===== src/rtl/gen_context_pkt_mc.sv =====
// gen_context_pkt_mc
// Multi-channel VITA-49 context/error packet generator. Each channel raises a
// one-cycle trigger with a 32-bit message. The block captures the message and
// the VITA time for that channel. It then picks among pending channels
// round-robin and sends one complete context packet per trigger on a 36-bit
// ll8-style stream.
//
// Ports
//   clk        sole clock
//   reset_n    asynchronous active-low reset
//   clear      sync: drop pending triggers, zero drop counters
//   trigger    per-channel one-cycle request
//   message    per-channel 32-bit message, captured with trigger
//   streamid   per-channel stream ID, captured at grant
//   seqnum     per-channel flow-control word, captured at grant
//   vita_time  shared 64-bit time, captured with trigger
//   data_o     {2'b0, EOF, SOF, payload[31:0]}
//   src_rdy_o  data_o valid
//   dst_rdy_i  downstream accepts
//   sent       per-channel pulse, cycle after the EOF transfer
//   drop_cnt   per-channel saturating overrun count (8 bits each)
//   busy       any channel pending or a packet in flight
//
// state    | meaning
// IDLE     | waiting for a pending channel; grants on entry
// PROT_ENG | protocol-engine word (SOF)
// HEADER   | VITA header with 4-bit per-channel sequence number
// STREAMID | stream ID captured at grant
// TICS     | time, upper 32 bits
// TICS2    | time, lower 32 bits
// MESSAGE  | captured message
// FLOWCTRL | flow-control word (EOF)
// DONE     | one idle beat; bumps the channel sequence number
module gen_context_pkt_mc #(
  parameter int          NUM_CHAN       = 4,
  parameter int          PROT_ENG_FLAGS = 1,
  parameter logic [14:0] PORT_SEL       = 15'd0
) (
  input  logic                   clk,
  input  logic                   reset_n,
  input  logic                   clear,
  input  logic [NUM_CHAN-1:0]    trigger,
  input  logic [32*NUM_CHAN-1:0] message,
  input  logic [32*NUM_CHAN-1:0] streamid,
  input  logic [32*NUM_CHAN-1:0] seqnum,
  input  logic [63:0]            vita_time,
  output logic [35:0]            data_o,
  output logic                   src_rdy_o,
  input  logic                   dst_rdy_i,
  output logic [NUM_CHAN-1:0]    sent,
  output logic [8*NUM_CHAN-1:0]  drop_cnt,
  output logic                   busy
);

  localparam int            CW      = (NUM_CHAN > 1) ? $clog2(NUM_CHAN) : 1;
  localparam logic [CW-1:0] LAST_CH = CW'(NUM_CHAN - 1);
  localparam logic          HDR_SOF = (PROT_ENG_FLAGS == 0);

  localparam logic [3:0] ST_IDLE     = 4'd0;
  localparam logic [3:0] ST_PROT_ENG = 4'd1;
  localparam logic [3:0] ST_HEADER   = 4'd2;
  localparam logic [3:0] ST_STREAMID = 4'd3;
  localparam logic [3:0] ST_TICS     = 4'd4;
  localparam logic [3:0] ST_TICS2    = 4'd5;
  localparam logic [3:0] ST_MESSAGE  = 4'd6;
  localparam logic [3:0] ST_FLOWCTRL = 4'd7;
  localparam logic [3:0] ST_DONE     = 4'd8;

  logic [3:0]          state_q, state_d;
  logic [NUM_CHAN-1:0] pending_q;
  logic [31:0]         msg_q   [NUM_CHAN];
  logic [63:0]         time_q  [NUM_CHAN];
  logic [7:0]          drop_q  [NUM_CHAN];
  logic [3:0]          seqno_q [NUM_CHAN];
  logic [CW-1:0]       last_grant_q, cur_chan_q;
  logic [31:0]         wk_msg_q, wk_sid_q, wk_seq_q;
  logic [63:0]         wk_time_q;
  logic [NUM_CHAN-1:0] sent_q;

  logic                xfer;
  logic                gnt_valid;
  logic [CW-1:0]       gnt_idx, rr_idx;

  assign src_rdy_o = (state_q != ST_IDLE) && (state_q != ST_DONE);
  assign xfer      = src_rdy_o & dst_rdy_i;
  assign busy      = (|pending_q) || (state_q != ST_IDLE);
  assign sent      = sent_q;

  // Scan from the highest offset down so the nearest pending channel after
  // last_grant wins. A clear in the same cycle suppresses the grant because
  // the pending entry it would consume is being dropped.
  always_comb begin
    gnt_valid = 1'b0;
    gnt_idx   = '0;
    rr_idx    = '0;
    for (int k = NUM_CHAN - 1; k >= 0; k--) begin
      rr_idx = CW'((int'(last_grant_q) + 1 + k) % NUM_CHAN);
      if (pending_q[rr_idx]) begin
        gnt_valid = 1'b1;
        gnt_idx   = rr_idx;
      end
    end
    if ((state_q != ST_IDLE) || clear) gnt_valid = 1'b0;
  end

  always_comb begin
    state_d = state_q;
    case (state_q)
      ST_IDLE:     if (gnt_valid) state_d = (PROT_ENG_FLAGS != 0) ? ST_PROT_ENG : ST_HEADER;
      ST_PROT_ENG: if (xfer) state_d = ST_HEADER;
      ST_HEADER:   if (xfer) state_d = ST_STREAMID;
      ST_STREAMID: if (xfer) state_d = ST_TICS;
      ST_TICS:     if (xfer) state_d = ST_TICS2;
      ST_TICS2:    if (xfer) state_d = ST_MESSAGE;
      ST_MESSAGE:  if (xfer) state_d = ST_FLOWCTRL;
      ST_FLOWCTRL: if (xfer) state_d = ST_DONE;
      ST_DONE:     state_d = ST_IDLE;
      default:     state_d = ST_IDLE;
    endcase
  end

  always_ff @(posedge clk or negedge reset_n) begin
    if (!reset_n) begin
      state_q      <= ST_IDLE;
      last_grant_q <= LAST_CH;
      cur_chan_q   <= '0;
      wk_msg_q     <= '0;
      wk_sid_q     <= '0;
      wk_seq_q     <= '0;
      wk_time_q    <= '0;
      sent_q       <= '0;
      for (int i = 0; i < NUM_CHAN; i++) seqno_q[i] <= '0;
    end else begin
      state_q <= state_d;
      sent_q  <= '0;
      if (gnt_valid) begin
        last_grant_q <= gnt_idx;
        cur_chan_q   <= gnt_idx;
        wk_msg_q     <= msg_q[gnt_idx];
        wk_time_q    <= time_q[gnt_idx];
        wk_sid_q     <= streamid[32*int'(gnt_idx) +: 32];
        wk_seq_q     <= seqnum[32*int'(gnt_idx) +: 32];
      end
      if ((state_q == ST_FLOWCTRL) && xfer) sent_q[cur_chan_q] <= 1'b1;
      if (state_q == ST_DONE) seqno_q[cur_chan_q] <= seqno_q[cur_chan_q] + 4'd1;
    end
  end

  // A trigger on the channel being granted this cycle is a fresh entry, not
  // an overrun: the grant consumes the old capture via non-blocking reads.
  always_ff @(posedge clk or negedge reset_n) begin
    if (!reset_n) begin
      pending_q <= '0;
      for (int i = 0; i < NUM_CHAN; i++) begin
        msg_q[i]  <= '0;
        time_q[i] <= '0;
        drop_q[i] <= '0;
      end
    end else begin
      for (int i = 0; i < NUM_CHAN; i++) begin
        if (clear) begin
          pending_q[i] <= 1'b0;
          drop_q[i]    <= '0;
        end else if (trigger[i] && (!pending_q[i] || (gnt_valid && (gnt_idx == CW'(i))))) begin
          pending_q[i] <= 1'b1;
          msg_q[i]     <= message[32*i +: 32];
          time_q[i]    <= vita_time;
        end else if (trigger[i]) begin
          if (drop_q[i] != 8'hFF) drop_q[i] <= drop_q[i] + 8'd1;
        end else if (gnt_valid && (gnt_idx == CW'(i))) begin
          pending_q[i] <= 1'b0;
        end
      end
    end
  end

  always_comb begin
    drop_cnt = '0;
    for (int i = 0; i < NUM_CHAN; i++) drop_cnt[8*i +: 8] = drop_q[i];
  end

  always_comb begin
    data_o = '0;
    case (state_q)
      ST_PROT_ENG: data_o = {2'b00, 2'b01, PORT_SEL, 1'b1, 16'd24};
      ST_HEADER:   data_o = {2'b00, 1'b0, HDR_SOF, 12'h501, seqno_q[cur_chan_q], 16'd6};
      ST_STREAMID: data_o = {4'b0000, wk_sid_q};
      ST_TICS:     data_o = {4'b0000, wk_time_q[63:32]};
      ST_TICS2:    data_o = {4'b0000, wk_time_q[31:0]};
      ST_MESSAGE:  data_o = {4'b0000, wk_msg_q};
      ST_FLOWCTRL: data_o = {2'b00, 2'b10, wk_seq_q};
      default:     data_o = '0;
    endcase
  end

endmodule


===== config.mk =====
export PLATFORM = sky130hd
export DESIGN_NAME = gen_context_pkt_mc
export DESIGN_NICKNAME = d
export VERILOG_FILES = /design/src/rtl/gen_context_pkt_mc.sv
export SDC_FILE = /design/constraint.sdc
export NUM_CORES = 1
export LEC_CHECK = 0
export CORE_ASPECT_RATIO = 0.5
export CORE_MARGIN = 4
export CORE_UTILIZATION = 30
export DETAILED_ROUTE_END_ITERATION = 16
export PLACE_DENSITY = 0.5
export SETUP_SLACK_MARGIN = 0.5
export SYNTH_ARGS = -nofsm -noshare
export SYNTH_HDL_FRONTEND = slang
export SYNTH_SLANG_ARGS = --single-unit
export TNS_END_PERCENT = 1

===== constraint.sdc =====
create_clock -name clk -period 8.6 [get_ports clk]
set_input_delay 1.72 -clock clk [delete_from_list [all_inputs] [get_ports clk]]
set_output_delay 1.72 -clock clk [all_outputs]
set_load 0.1 [all_outputs]

==> flow_summary_export.csv <==
group,metric,value,unit
critical_path,crit_path_start_kind,"register",
place,post-place-ws,2.73,ns
floorplan,dieArea,98800,sq um
critical_path,cp_slowest_cell,"clkdlybuf4s50_1",
logic_synthesis,ys_types,60,
critical_path,reg2reg_depth,7,
logic_synthesis,synth_area,28100,sq um
cts,h-tree-depth,2,
cts,postCtsHoldBufs,0,
pwr,ir_worst_vdd,188,uV
logic_synthesis,syn_avg_cell_area,12.3,sq um
critical_path,critPathKind,"reg2out",
cells_and_area,drive_gt1_share,23.3,%
cts,clk_latency,0.66,ns
cells_and_area,fillers,8856,
critical_path,arrival,4.50,ns
route,first_iter_violations,1652,
global_route,grt_pass1_wl,152,mm
critical_path,cp-end-kind,"output pin",
logic_synthesis,synth_top_area_cell,"dfrtp_1",
sta,relSlewSlack,8.16,%
critical_path,cp-startpoint,"state_q[3]",
critical_path,required,6.88,ns
critical_path,path_max_fanout,30,
critical_path,r2r_end,"time_q[124]",
sta,maxSlewViolCount,0,
cells_and_area,nets,3189,
floorplan,num_rows,78,
sta,rsz0062_at_grt,"false",
logic_synthesis,ys.warnings.count,0,
cts,cts_setup_buffers,0,
cts,root_buffer,"clkbuf_16",
route,vias,20900,
cells_and_area,seq_area,15200,sq um
logic_synthesis,synthTopCellsByArea,"dfrtp_1 54%, mux2_2 18%, mux2i_1 4.9%, nand2_1 4.2%, mux2_4 2.1%",
critical_path,crit_path_max_incr_delay,1.18,ns
logic_synthesis,synth-seq-area-share,54.2,%
critical_path,r2r-start,"state_q[0]",
sta,fin_skew,0.0622,ns
route,postRouteAntennaNets,0,
floorplan,core,91700,sq um
floorplan,die_height,224,microns
logic_synthesis,synth-edff-count,0,
cts,cts_tree,"built",
cts,clk_pin_slew_worst_paths,0.06,ns
critical_path,crit_end,"data_o[28]",
logic_synthesis,synthCells,2286,
cells_and_area,fin_area,36500,sq um
place,dpl.hpwl,73.6,mm
route,drt-pass1-iter-count,5,
floorplan,die_w,441,microns
critical_path,path_cells,"nand2b_1, nor2_4, a22oi_1, nand3_1, clkdlybuf4s50_1",
global_route,antenna_found_initial,29,
pwr,power.density,319,nW/um^2
cts,post_cts_resized,0,
cts,numCtsBuffers,58,
worst_hold_path,hold_path.class,"reg2reg",
status,status,"completed",
route,routed_via_density,5.19,
route,drc,0,
place,io_buffers,527,
sta,period_share,72.3,%
sta,hold_violations,0,
logic_synthesis,ys_seq_elements,608,
global_route,grt_max_degree,179,
sta,tightest_slew,1.37,ns
global_route,grt_usage,20.9,%
global_route,overflow,0,
route,post_drt_wl_per_cell,26.4,microns
logic_synthesis,synth.top_cell.area_share,54.0,%
cts,cts.sinks,608,
cells_and_area,syn_to_final_growth,30.2,%
global_route,grt_pass1_vias,21100,
pwr,p_leak,0.0153,uW
sta,setup_viol,0,
sta,fmax,0.161,GHz
route,routed_wl,106,mm
sta,min_period,6.22,ns
run,maxCapViolCount,0,
floorplan,floorplan.initialDensity,30.6,%
logic_synthesis,synth_ff_type,"dfrtp_1",
sta,setup_ws,2.38,ns
cts,clockBufferDepth,3,
critical_path,r2r_setup_slack,3.90,ns
logic_synthesis,ys_async_sr_fraction,100,%
place,gp_congestion,0.834,
sta,finalSetupTns,0,ns
place,placedInstanceArea,34500,sq um
cells_and_area,multi_input_area,12100,sq um
floorplan,pin_count,530,
report_power, final:
part	internal (uW)	total (uW)	switching, uW
combinational	1670	4450	2780
sequential	3640	4480	837
clock	1520	2720	1200
total	6840	11600	4810
layer usage:
layer	vias to the layer above	share of wire, %	track usage (%)
met3	135	4.8	3.16
met1	10900	43	28.2
met5	-	0.028	0
li1	9331	-	-
met2	515	49	34.6
met4	6	2.9	6.76
through the flow:
stage / hold slack (ns) / utilization (%) / total power [uW] / std cells
5_1_grt: 0.508 / 39.8 / 12200 / 4027
2_1_floorplan: 0.445 / - / 7210 / 2287
3_3_place_gp: 0.458 / 37.6 / 8940 / 3907
4_1_cts: 0.483 / 39.8 / 11700 / 4014
6_report: 0.479 / 39.8 / 11600 / 4028
3_5_place_dp: 0.473 / 37.6 / 8980 / 3907
placed cells by master, fill, tap and decap left out, drive strengths merged, types with 6 or more instances in the layout:
cell           netlist  routed
a21oi               27      27
mux2               497     497
xnor2                9       9
nor2                47      47
nor3                10      10
mux2i              137     137
nand4               10      10
nand2              312     312
clkdlybuf4s50        0     526
buf                 55      28
nor2b               12      12
diode                0      13
o22ai               95      95
nand3               30      30
a31oi               95      95
o21ai               14      14
or3                  6       6
a22oi               48      48
clkbuf             118      83
inv                  9      11
a222oi              15      15
o221ai              66      66
clkinv               1      15
dfrtp              606     606
critical path: cells and delay by family (launching register included):
| family | cells | cell delay (ns) |
|---|---|---|
| buffers and inverters | 1 | 1.18 |
| AO/OA/AOI/OAI | 1 | 0.49 |
| AND/OR/NAND/NOR | 3 | 1.57 |
| flip-flops | 1 | 0.53 |
cells in the mapped netlist (all sizes together), types with 2 or more instances:
cell type	number
a211oi	3
a21oi	27
a222oi	15
a22oi	48
a31o	4
a31oi	95
and3	2
buf	55
clkbuf	118
dfrtp	606
dfstp	2
ha	5
inv	9
mux2	497
mux2i	137
mux4	4
nand2	312
nand2b	4
nand3	30
nand3b	2
nand4	10
nand4b	2
nor2	47
nor2b	12
nor3	10
nor3b	3
nor4	5
o211ai	2
o21ai	14
o21bai	2
o221ai	66
o22ai	95
o31ai	5
o41ai	2
or3	6
or4	4
xnor2	9
xor2	5
worst min path at each step:
stage | from | endpoint | slack, ns | cells past startpoint
after CTS | seqno_q[6] | seqno_q[6] | 0.48 | 2
after detailed placement | seqno_q[6] | seqno_q[6] | 0.47 | 2
final | seqno_q[6] | seqno_q[6] | 0.48 | 2
after global placement | seqno_q[6] | seqno_q[6] | 0.46 | 2
after global routing | seqno_q[4] | seqno_q[4] | 0.51 | 2
after floorplan | seqno_q[4] | seqno_q[4] | 0.44 | 2
cell families after synthesis:
family / Yosys count / synth area share, %
multiplexers: 638 / 25.7
flip-flops: 608 / 54.2
AND/OR/NAND/NOR: 454 / 6.87
AO/OA/AOI/OAI: 383 / 9.61
buffers and inverters: 183 / 2.96
XOR/XNOR: 14 / 0.437
adder cells (fa/ha/maj): 5 / 0.223
other: 1 / 0.0134
registers in the layout (all words and copies together), names as in the netlist:
| signal | cells |
|---|---|
| pending_q | 4 |
| state_q | 4 |
| msg_q | 128 |
| wk_seq_q | 32 |
| last_grant_q | 2 |
| cur_chan_q | 2 |
| drop_cnt | 32 |
| seqno_q | 16 |
| wk_msg_q | 32 |
| time_q | 256 |
| wk_sid_q | 32 |
| wk_time_q | 64 |
| sent | 4 |
final cells by class:
| cell class | instances | area share, % |
|---|---|---|
| diodes | 13 | 0.0890 |
| clock inverters | 24 | 0.822 |
| repair buffers | 554 | 15.3 |
| well taps | 1240 | 4.25 |
| clock buffers | 83 | 4.62 |
| flip-flops and latches | 608 | 41.6 |
| inverters | 10 | 0.103 |
| multi-input cells | 1496 | 33.2 |
No activity file was read; power rests on OpenSTA's default activity.
